File: src/rtl/madd_sched.sv
// madd_sched: shares one madd engine between NUM_REQ requesters.
// A round-robin arbiter picks one job owner; each job runs NSPLIT+1
// engine passes (idx_split 0..NSPLIT). Every pass is guarded by a watchdog.
//
// state | meaning
// IDLE  | no owner; arbitrate among pending requests
// CHK   | owner granted; wait until the engine reports idle
// ISSUE | single-cycle start pulse for the current pass
// ARM   | engine has not yet dropped done; ignore it for one cycle
// WAIT  | pass in flight; watch done and the watchdog
// FIN   | job_done pulse to the owner, release the grant
module madd_sched #(
    parameter int NUM_REQ     = 2,
    parameter int WDOG_W      = 14,
    parameter int WDOG_CYCLES = 12000
) (
    input  logic                   clk,
    input  logic                   rst_n,
    input  logic [NUM_REQ-1:0]     i_req,
    input  logic [2*NUM_REQ-1:0]   i_req_nsplit,
    output logic [NUM_REQ-1:0]     o_gnt,
    output logic [NUM_REQ-1:0]     o_job_done,
    output logic                   o_job_err,
    output logic                   o_madd_start,
    input  logic                   i_madd_done,
    output logic [1:0]             o_idx_split,
    output logic                   o_busy,
    output logic                   o_err_sticky
);

    localparam int IDX_W = (NUM_REQ > 1) ? $clog2(NUM_REQ) : 1;
    localparam logic [WDOG_W-1:0] WDOG_LAST = WDOG_W'(WDOG_CYCLES - 1);

    typedef enum logic [2:0] {
        ST_IDLE,
        ST_CHK,
        ST_ISSUE,
        ST_ARM,
        ST_WAIT,
        ST_FIN
    } state_t;

    state_t             state_q;
    logic [NUM_REQ-1:0] gnt_q;
    logic [IDX_W-1:0]   rr_ptr_q;
    logic [IDX_W-1:0]   owner_q;
    logic [1:0]         nsplit_q;
    logic [1:0]         pass_q;
    logic [WDOG_W-1:0]  wdog_q;
    logic               err_q;
    logic               sticky_q;

    logic               win_found;
    logic [IDX_W-1:0]   win_idx;
    logic [1:0]         win_nsplit;

    // Round-robin pick: first pending request after rr_ptr, wrapping around.
    always_comb begin
        win_found  = 1'b0;
        win_idx    = '0;
        win_nsplit = '0;
        for (int i = 1; i <= NUM_REQ; i++) begin
            for (int j = 0; j < NUM_REQ; j++) begin
                if (!win_found && i_req[j] && (((int'(rr_ptr_q) + i) % NUM_REQ) == j)) begin
                    win_found  = 1'b1;
                    win_idx    = IDX_W'(j);
                    win_nsplit = i_req_nsplit[2*j +: 2];
                end
            end
        end
    end

    // Job sequencer: grant, per-pass start/wait handshake, watchdog, release.
    always_ff @(posedge clk) begin
        if (!rst_n) begin
            state_q  <= ST_IDLE;
            gnt_q    <= '0;
            rr_ptr_q <= IDX_W'(NUM_REQ - 1);
            owner_q  <= '0;
            nsplit_q <= '0;
            pass_q   <= '0;
            wdog_q   <= '0;
            err_q    <= 1'b0;
            sticky_q <= 1'b0;
        end else begin
            case (state_q)
                ST_IDLE: begin
                    if (win_found) begin
                        owner_q  <= win_idx;
                        nsplit_q <= win_nsplit;
                        pass_q   <= '0;
                        gnt_q    <= NUM_REQ'(1) << win_idx;
                        state_q  <= ST_CHK;
                    end
                end
                ST_CHK: begin
                    if (i_madd_done) begin
                        state_q <= ST_ISSUE;
                    end
                end
                ST_ISSUE: begin
                    wdog_q  <= '0;
                    state_q <= ST_ARM;
                end
                ST_ARM: begin
                    state_q <= ST_WAIT;
                end
                ST_WAIT: begin
                    // Done has priority over a same-cycle watchdog expiry.
                    if (i_madd_done) begin
                        if (pass_q == nsplit_q) begin
                            state_q <= ST_FIN;
                        end else begin
                            pass_q  <= pass_q + 2'd1;
                            state_q <= ST_ISSUE;
                        end
                    end else if (wdog_q == WDOG_LAST) begin
                        sticky_q <= 1'b1;
                        err_q    <= 1'b1;
                        state_q  <= ST_FIN;
                    end else begin
                        wdog_q <= wdog_q + 1'b1;
                    end
                end
                ST_FIN: begin
                    gnt_q    <= '0;
                    rr_ptr_q <= owner_q;
                    err_q    <= 1'b0;
                    pass_q   <= '0;
                    state_q  <= ST_IDLE;
                end
                default: begin
                    state_q <= ST_IDLE;
                end
            endcase
        end
    end

    assign o_gnt        = gnt_q;
    assign o_madd_start = (state_q == ST_ISSUE);
    assign o_job_done   = (state_q == ST_FIN) ? gnt_q : '0;
    assign o_job_err    = (state_q == ST_FIN) && err_q;
    assign o_idx_split  = pass_q;
    assign o_busy       = (state_q != ST_IDLE);
    assign o_err_sticky = sticky_q;

endmodule

File: config.mk
export PLATFORM = sky130hd
export DESIGN_NAME = madd_sched
export DESIGN_NICKNAME = d
export VERILOG_FILES = /design/src/rtl/madd_sched.sv
export SDC_FILE = /design/constraint.sdc
export NUM_CORES = 1
export LEC_CHECK = 0
export CAP_MARGIN = 10
export CORE_MARGIN = 4
export CORE_UTILIZATION = 57
export CTS_CLUSTER_DIAMETER = 30
export DETAILED_ROUTE_END_ITERATION = 12
export GPL_TIMING_DRIVEN = 0
export PLACE_DENSITY = 0.82
export SLEW_MARGIN = 0
export SYNTH_ARGS = -nofsm -noshare
export SYNTH_HDL_FRONTEND = slang
export SYNTH_SLANG_ARGS = --single-unit
File: constraint.sdc
create_clock -name clk -period 5.5 [get_ports clk]
set_input_delay 1.1 -clock clk [delete_from_list [all_inputs] [get_ports clk]]
set_output_delay 1.1 -clock clk [all_outputs]
set_load 0.03 [all_outputs]
==> results of run 1 <==
[cell type report]
cell class                      instances  share of cell area [%]
Tap cell                               28                   2.129
Buffer                                  8                   2.890
Sequential cell                        27                   32.85
Timing Repair Buffer                   18                   10.95
Multi-Input combinational cell        129                   48.59
Inverter                                4                  0.9125
Clock buffer                            3                   1.369
Clock inverter                          1                  0.3042
[report_power, final]
group	internal [µW]	switching [µW]	total, µW
Sequential	201	2.80	204
Clock	27.4	62.1	89.4
Combinational	24.2	35.7	59.9
[stage by stage]
step	util (%)	setup WS [ns]
after detailed placement	71.08	2.612
after global placement	71.08	2.670
after global routing	72.29	2.045
final	72.29	2.223
after floorplan	-	3.218
after CTS	72.29	2.217
[kinds of logic (layout without fill, tap and decap cells)]
family / count (synthesis) / in the layout / synth area share (%)
adder cells (fa/ha/maj): 1 / 1 / 0.8919
AND/OR/NAND/NOR: 77 / 77 / 29.97
XOR/XNOR: 2 / 2 / 1.249
flip-flops: 27 / 27 / 38.54
buffers and inverters: 12 / 34 / 4.460
AO/OA/AOI/OAI: 49 / 49 / 24.89
[registers in the layout (all words and copies together), names as in the netlist]
| name | cells |
|---|---|
| rr_ptr_q | 1 |
| o_idx_split | 2 |
| nsplit_q | 2 |
| err_q | 1 |
| o_err_sticky | 1 |
| owner_q | 1 |
| wdog_q | 14 |
| o_gnt | 2 |
| state_q | 3 |
[cells in the mapped netlist (5+ instances only)]
cell | count | area [µm²]
a21oi_1 | 10 | 50.05
o31ai_1 | 5 | 37.54
or4_1 | 6 | 45.04
o21ai_1 | 6 | 30.03
and2_1 | 5 | 31.28
nand2_1 | 22 | 82.58
a21oi_2 | 8 | 70.07
nor2_1 | 11 | 41.29
or3_1 | 6 | 37.54
dfxtp_1 | 27 | 540.5
nand3_1 | 7 | 35.03
[cells in the final DEF, fill, tap and decap left out, types with 4 or more instances in the layout]
master / instances
and2_1: 5
dfxtp_1: 27
or3_1: 6
nor2_1: 11
a21oi_1: 10
nand3_1: 7
a21oi_2: 8
inv_1: 4
clkbuf_1: 4
nand2_1: 22
o21ai_1: 6
clkdlybuf4s50_1: 18
o31ai_1: 5
or4_1: 6
[final timing paths]
check | startpoint | endpoint | cells past startpoint
setup / recovery | state_q[0] | o_busy | 4
hold / removal | wdog_q[1] | wdog_q[1] | 2
setup reg to reg | wdog_q[5] | wdog_q[8] | 6
hold reg to reg | wdog_q[1] | wdog_q[1] | 2
[critical path, stage by stage (launching register included)]
cell and delay [ns]:
dfxtp_1 0.33, clkbuf_1 0.18, nor3_1 0.55, inv_1 0.15, clkdlybuf4s50_1 0.63
[routing by layer]
metal	wire (µm)	vias to the layer above
met3	133	9
li1	-	654
met4	59	0
met5	0	-
met2	1592	33
met1	1302	598
==> flow_summary.json, run 1 <==
{
  "outcome": "finished, final reports clean",
  "worstPathMaxFanout": 8,
  "post_cts_buffers": 0,
  "synth-edff-count": 0,
  "syn-num-nets": 178,
  "routed_via_density": 5.936,
  "wl_per_cell_um": 14.17,
  "vias": 1294,
  "gp_congestion": 0.9031,
  "fin_total_pwr_uw": 352.9,
  "crit_path_end_kind": "primary output",
  "skew_ns": 0.009437,
  "ys_dominant_reg_cell": "dfxtp_1",
  "globalRoute.busiestLayer": "met2",
  "syn-cell-area_um2": 1403,
  "cts_resized": 0,
  "drv_cap": 0,
  "grtUsageTotal_pct": 20.22,
  "rows": 17,
  "clkSlewWorstSetupHoldPaths_ns": 0.14,
  "ys_ff_latch": 27,
  "drtIter0Drc": 56,
  "core_area_um2": 2276,
  "synth.distinct_cells": 45,
  "area_growth_pct": 17.31,
  "finalHoldViolCount": 0,
  "post-route-drc-count": 0,
  "yosys_warnings": 0,
  "grt_util_met1_pct": 20.99,
  "die-area_um2": 3318,
  "final.setup.tns_ns": 0,
  "p_per_area_nw_per_um2": 214.5,
  "dp_hpwl_um": 2292,
  "final_nets": 201,
  "layout_min_cycle_time_ns": 3.277,
  "grt_pass1_wl_um": 5244,
  "synthCells": 168,
  "finalCritPeriodShare_pct": 59.58,
  "rrSetupSlack_ns": 3.29,
  "critPathKind": "reg2out",
  "numCtsBuffers": 3,
  "finalMaxSlewViolations": 0,
  "arrival_ns": 2.18,
  "drive_gt1_share_pct": 13.68,
  "final_area_um2": 1645,
  "grt_setup_unrepaired": "no",
  "cts_tree": "built",
  "crit_required_ns": 4.40,
  "h-tree-depth": 1,
  "grt_antenna_before_repair": 0,
  "multi_input_area_um2": 799.5,
  "synthArstFlopShare_pct": 0,
  "grt_pass1_vias": 1230,
  "leakagePower_uw": 0.0005604,
  "finalWirelength_um": 3088,
  "avgSynthCellArea_um2": 8.349,
  "cts.sinks": 27,
  "crit_path_start_kind": "register",
  "relSlewSlack_pct": 57.95,
  "antennaDiodeCount": 0,
  "seq_area_um2": 540.5,
  "start_util_pct": 61.63,
  "fmax_mhz": 305.2,
  "cts_buffer_depth": 2,
  "worst_slew_pin_slew_ns": 0.6308,
  "dr.pass1.iters": 4,
  "clockRootBuffer": "clkbuf_4",
  "io_buffer_count": 18,
  "hold_path.class": "reg2reg",
  "setup_viol": 0,
  "stdcell_count": 218,
  "globalRouteOverflowTotal": 0,
  "met3_usage_pct": 5.656,
  "grt_util_met2_pct": 37.58,
  "postPlaceCellArea_um2": 1618,
  "io_pins": 19,
  "dp_cells": 214,
  "yosysSeqAreaShare_pct": 38.54,
  "whs_ns": 0.4846,
  "vdd_drop_max_mv": 0.1695,
  "fillCellCount": 189,
  "die_h_um": 57.61,
  "grt_max_degree": 16,
  "die_x_um": 57.61,
  "insertion_delay_ns": 0.34,
  "cts_hold_buffers": 0,
  "antenna_left": 0
}
(Power assumes the default switching activity.)
==> run 2: changes to the inputs <==
- CORE_UTILIZATION: 57 -> 53
- PLACE_DENSITY: 0.82 -> 0.77
- clock period: 5.5 -> 3.1 ns (I/O delays scaled with it)
==> flow_summary.json, run 2 (synthesis gave the netlist of run 1 again) <==
{
  "outcome": "finished, final reports clean",
  "core_area_um2": 2500,
  "relSlewSlack_pct": 53.91,
  "drtIter0Drc": 57,
  "setup_viol": 0,
  "routed_via_density": 5.795,
  "skew_ns": 0.007499,
  "grt_pass1_wl_um": 5395,
  "final_cell_mix": "dfxtp_1 (27), nand2_1 (22), clkdlybuf4s50_1 (18)",
  "worst_slew_pin_slew_ns": 0.6914,
  "startpoint": "state_q[0]",
  "h-tree-depth": 1,
  "globalRoute.busiestLayer": "met2",
  "post-route-drc-count": 0,
  "grt_pass1_vias": 1246,
  "grt_util_met1_pct": 22.62,
  "final_nets": 201,
  "final_area_um2": 1648,
  "start_util_pct": 56.11,
  "final.setup.tns_ns": 0,
  "drv_cap": 0,
  "leakagePower_uw": 0.0005604,
  "crit_required_ns": 2.48,
  "seqPwrFrac_pct": 58.1,
  "vias": 1275,
  "globalRouteOverflowTotal": 0,
  "postPlaceCellArea_um2": 1620,
  "hold_path.class": "reg2reg",
  "crit_path_start_kind": "register",
  "hold_depth": 2,
  "switching_share_pct": 28.00,
  "clockRootBuffer": "clkbuf_4",
  "regMostFlops": "wdog_q",
  "dr.pass1.iters": 4,
  "fmax_mhz": 360.4,
  "arrival_ns": 2.15,
  "reg.largest.list": "wdog_q x14, state_q x3",
  "insertion_delay_ns": 0.34,
  "post_cts_buffers": 0,
  "die_x_um": 59.45,
  "grt_antenna_before_repair": 0,
  "finalHoldViolCount": 0,
  "finalMaxSlewViolations": 0,
  "met3_usage_pct": 7.407,
  "cts_hold_buffers": 0,
  "reg2regPathDepth": 6,
  "rows": 18,
  "reg2reg_from": "wdog_q[5]",
  "vdd_drop_max_mv": 0.3294,
  "io_pins": 19,
  "p_comb_share_pct": 16.9,
  "whs_ns": 0.4841,
  "gp_congestion": 0.8072,
  "area_growth_pct": 17.48,
  "grt_max_degree": 16,
  "layout_min_cycle_time_ns": 2.775,
  "cts_buffer_depth": 2,
  "holdCritStartpoint": "err_q",
  "p_per_area_nw_per_um2": 377.4,
  "finalCritPeriodShare_pct": 89.52,
  "critPathKind": "reg2out",
  "p_switching_uw": 174.1,
  "antennaDiodeCount": 0,
  "intPower_uw": 447.7,
  "numCtsBuffers": 3,
  "die_h_um": 59.45,
  "cts_tree": "built",
  "fillCellCount": 226,
  "cts.sinks": 27,
  "antenna_left": 0,
  "layout_commonest_cell": "dfxtp_1",
  "worstPathMaxFanout": 8,
  "cts_resized": 0,
  "largest_reg_flops": 14,
  "finalWirelength_um": 3021,
  "die-area_um2": 3534,
  "grt_setup_unrepaired": "no",
  "clkSlewWorstSetupHoldPaths_ns": 0.15,
  "io_buffer_count": 18,
  "crit_path_end_kind": "primary output",
  "post-route-util_pct": 65.92,
  "dp_hpwl_um": 2253,
  "pwr-share-clk_pct": 25.0,
  "grtUsageTotal_pct": 19.88,
  "wl_per_cell_um": 13.73,
  "grt_util_met2_pct": 33.39,
  "drive_gt1_share_pct": 13.68
}
run 2: per-stage QoR:
| step | total power [µW] | worst slack, ns | instances |
|---|---|---|---|
| after floorplan | 436.6 | 1.087 | 168 |
| after global placement | 471.8 | 0.7222 | 216 |
| after detailed placement | 473.9 | 0.6992 | 216 |
| after CTS | 630.9 | 0.2922 | 220 |
| after global routing | 657.9 | 0.1070 | 220 |
| final | 621.9 | 0.3250 | 220 |
run 2: critical path, stage by stage (launching register included):
cell and delay [ns]:
dfxtp_1 0.34, clkbuf_1 0.28, nand2_1 0.11, nor2_1 0.25, and2_1 0.18, clkdlybuf4s50_1 0.66
run 2: final timing paths:
| path | end | slack [ns] |
|---|---|---|
| max | o_job_err | 0.33 |
| min reg2reg | err_q | 0.48 |
| max reg2reg | wdog_q[9] | 0.92 |
| min | err_q | 0.48 |
run 2: area by class of cell:
class                           count  area (µm²)  area share [%]
Multi-Input combinational cell    129       799.5           48.52
Sequential cell                    27       540.5           32.80
Buffer                              8       47.55           2.885
Clock buffer                        3       22.52           1.367
Inverter                            4       15.01          0.9112
Clock inverter                      1       5.005          0.3037
Timing Repair Buffer               18       180.2           10.93
Tap cell                           30       37.54           2.278
run 2: power groups by stage:
stage	Combinational (µW)	Clock [µW]	Sequential, µW
floorplan	64.3	0	372
detailed placement	105	0	369
CTS	106	164	361
global placement	104	0	368
global route	118	177	363
finish	105	155	361
run 2: metal layers:
metal	vias up	part of all wire [%]	wire, µm
li1	656	-	-
met1	584	44	1323
met2	28	48	1447
met3	7	6.4	193
met4	0	1.9	57
met5	-	0	0
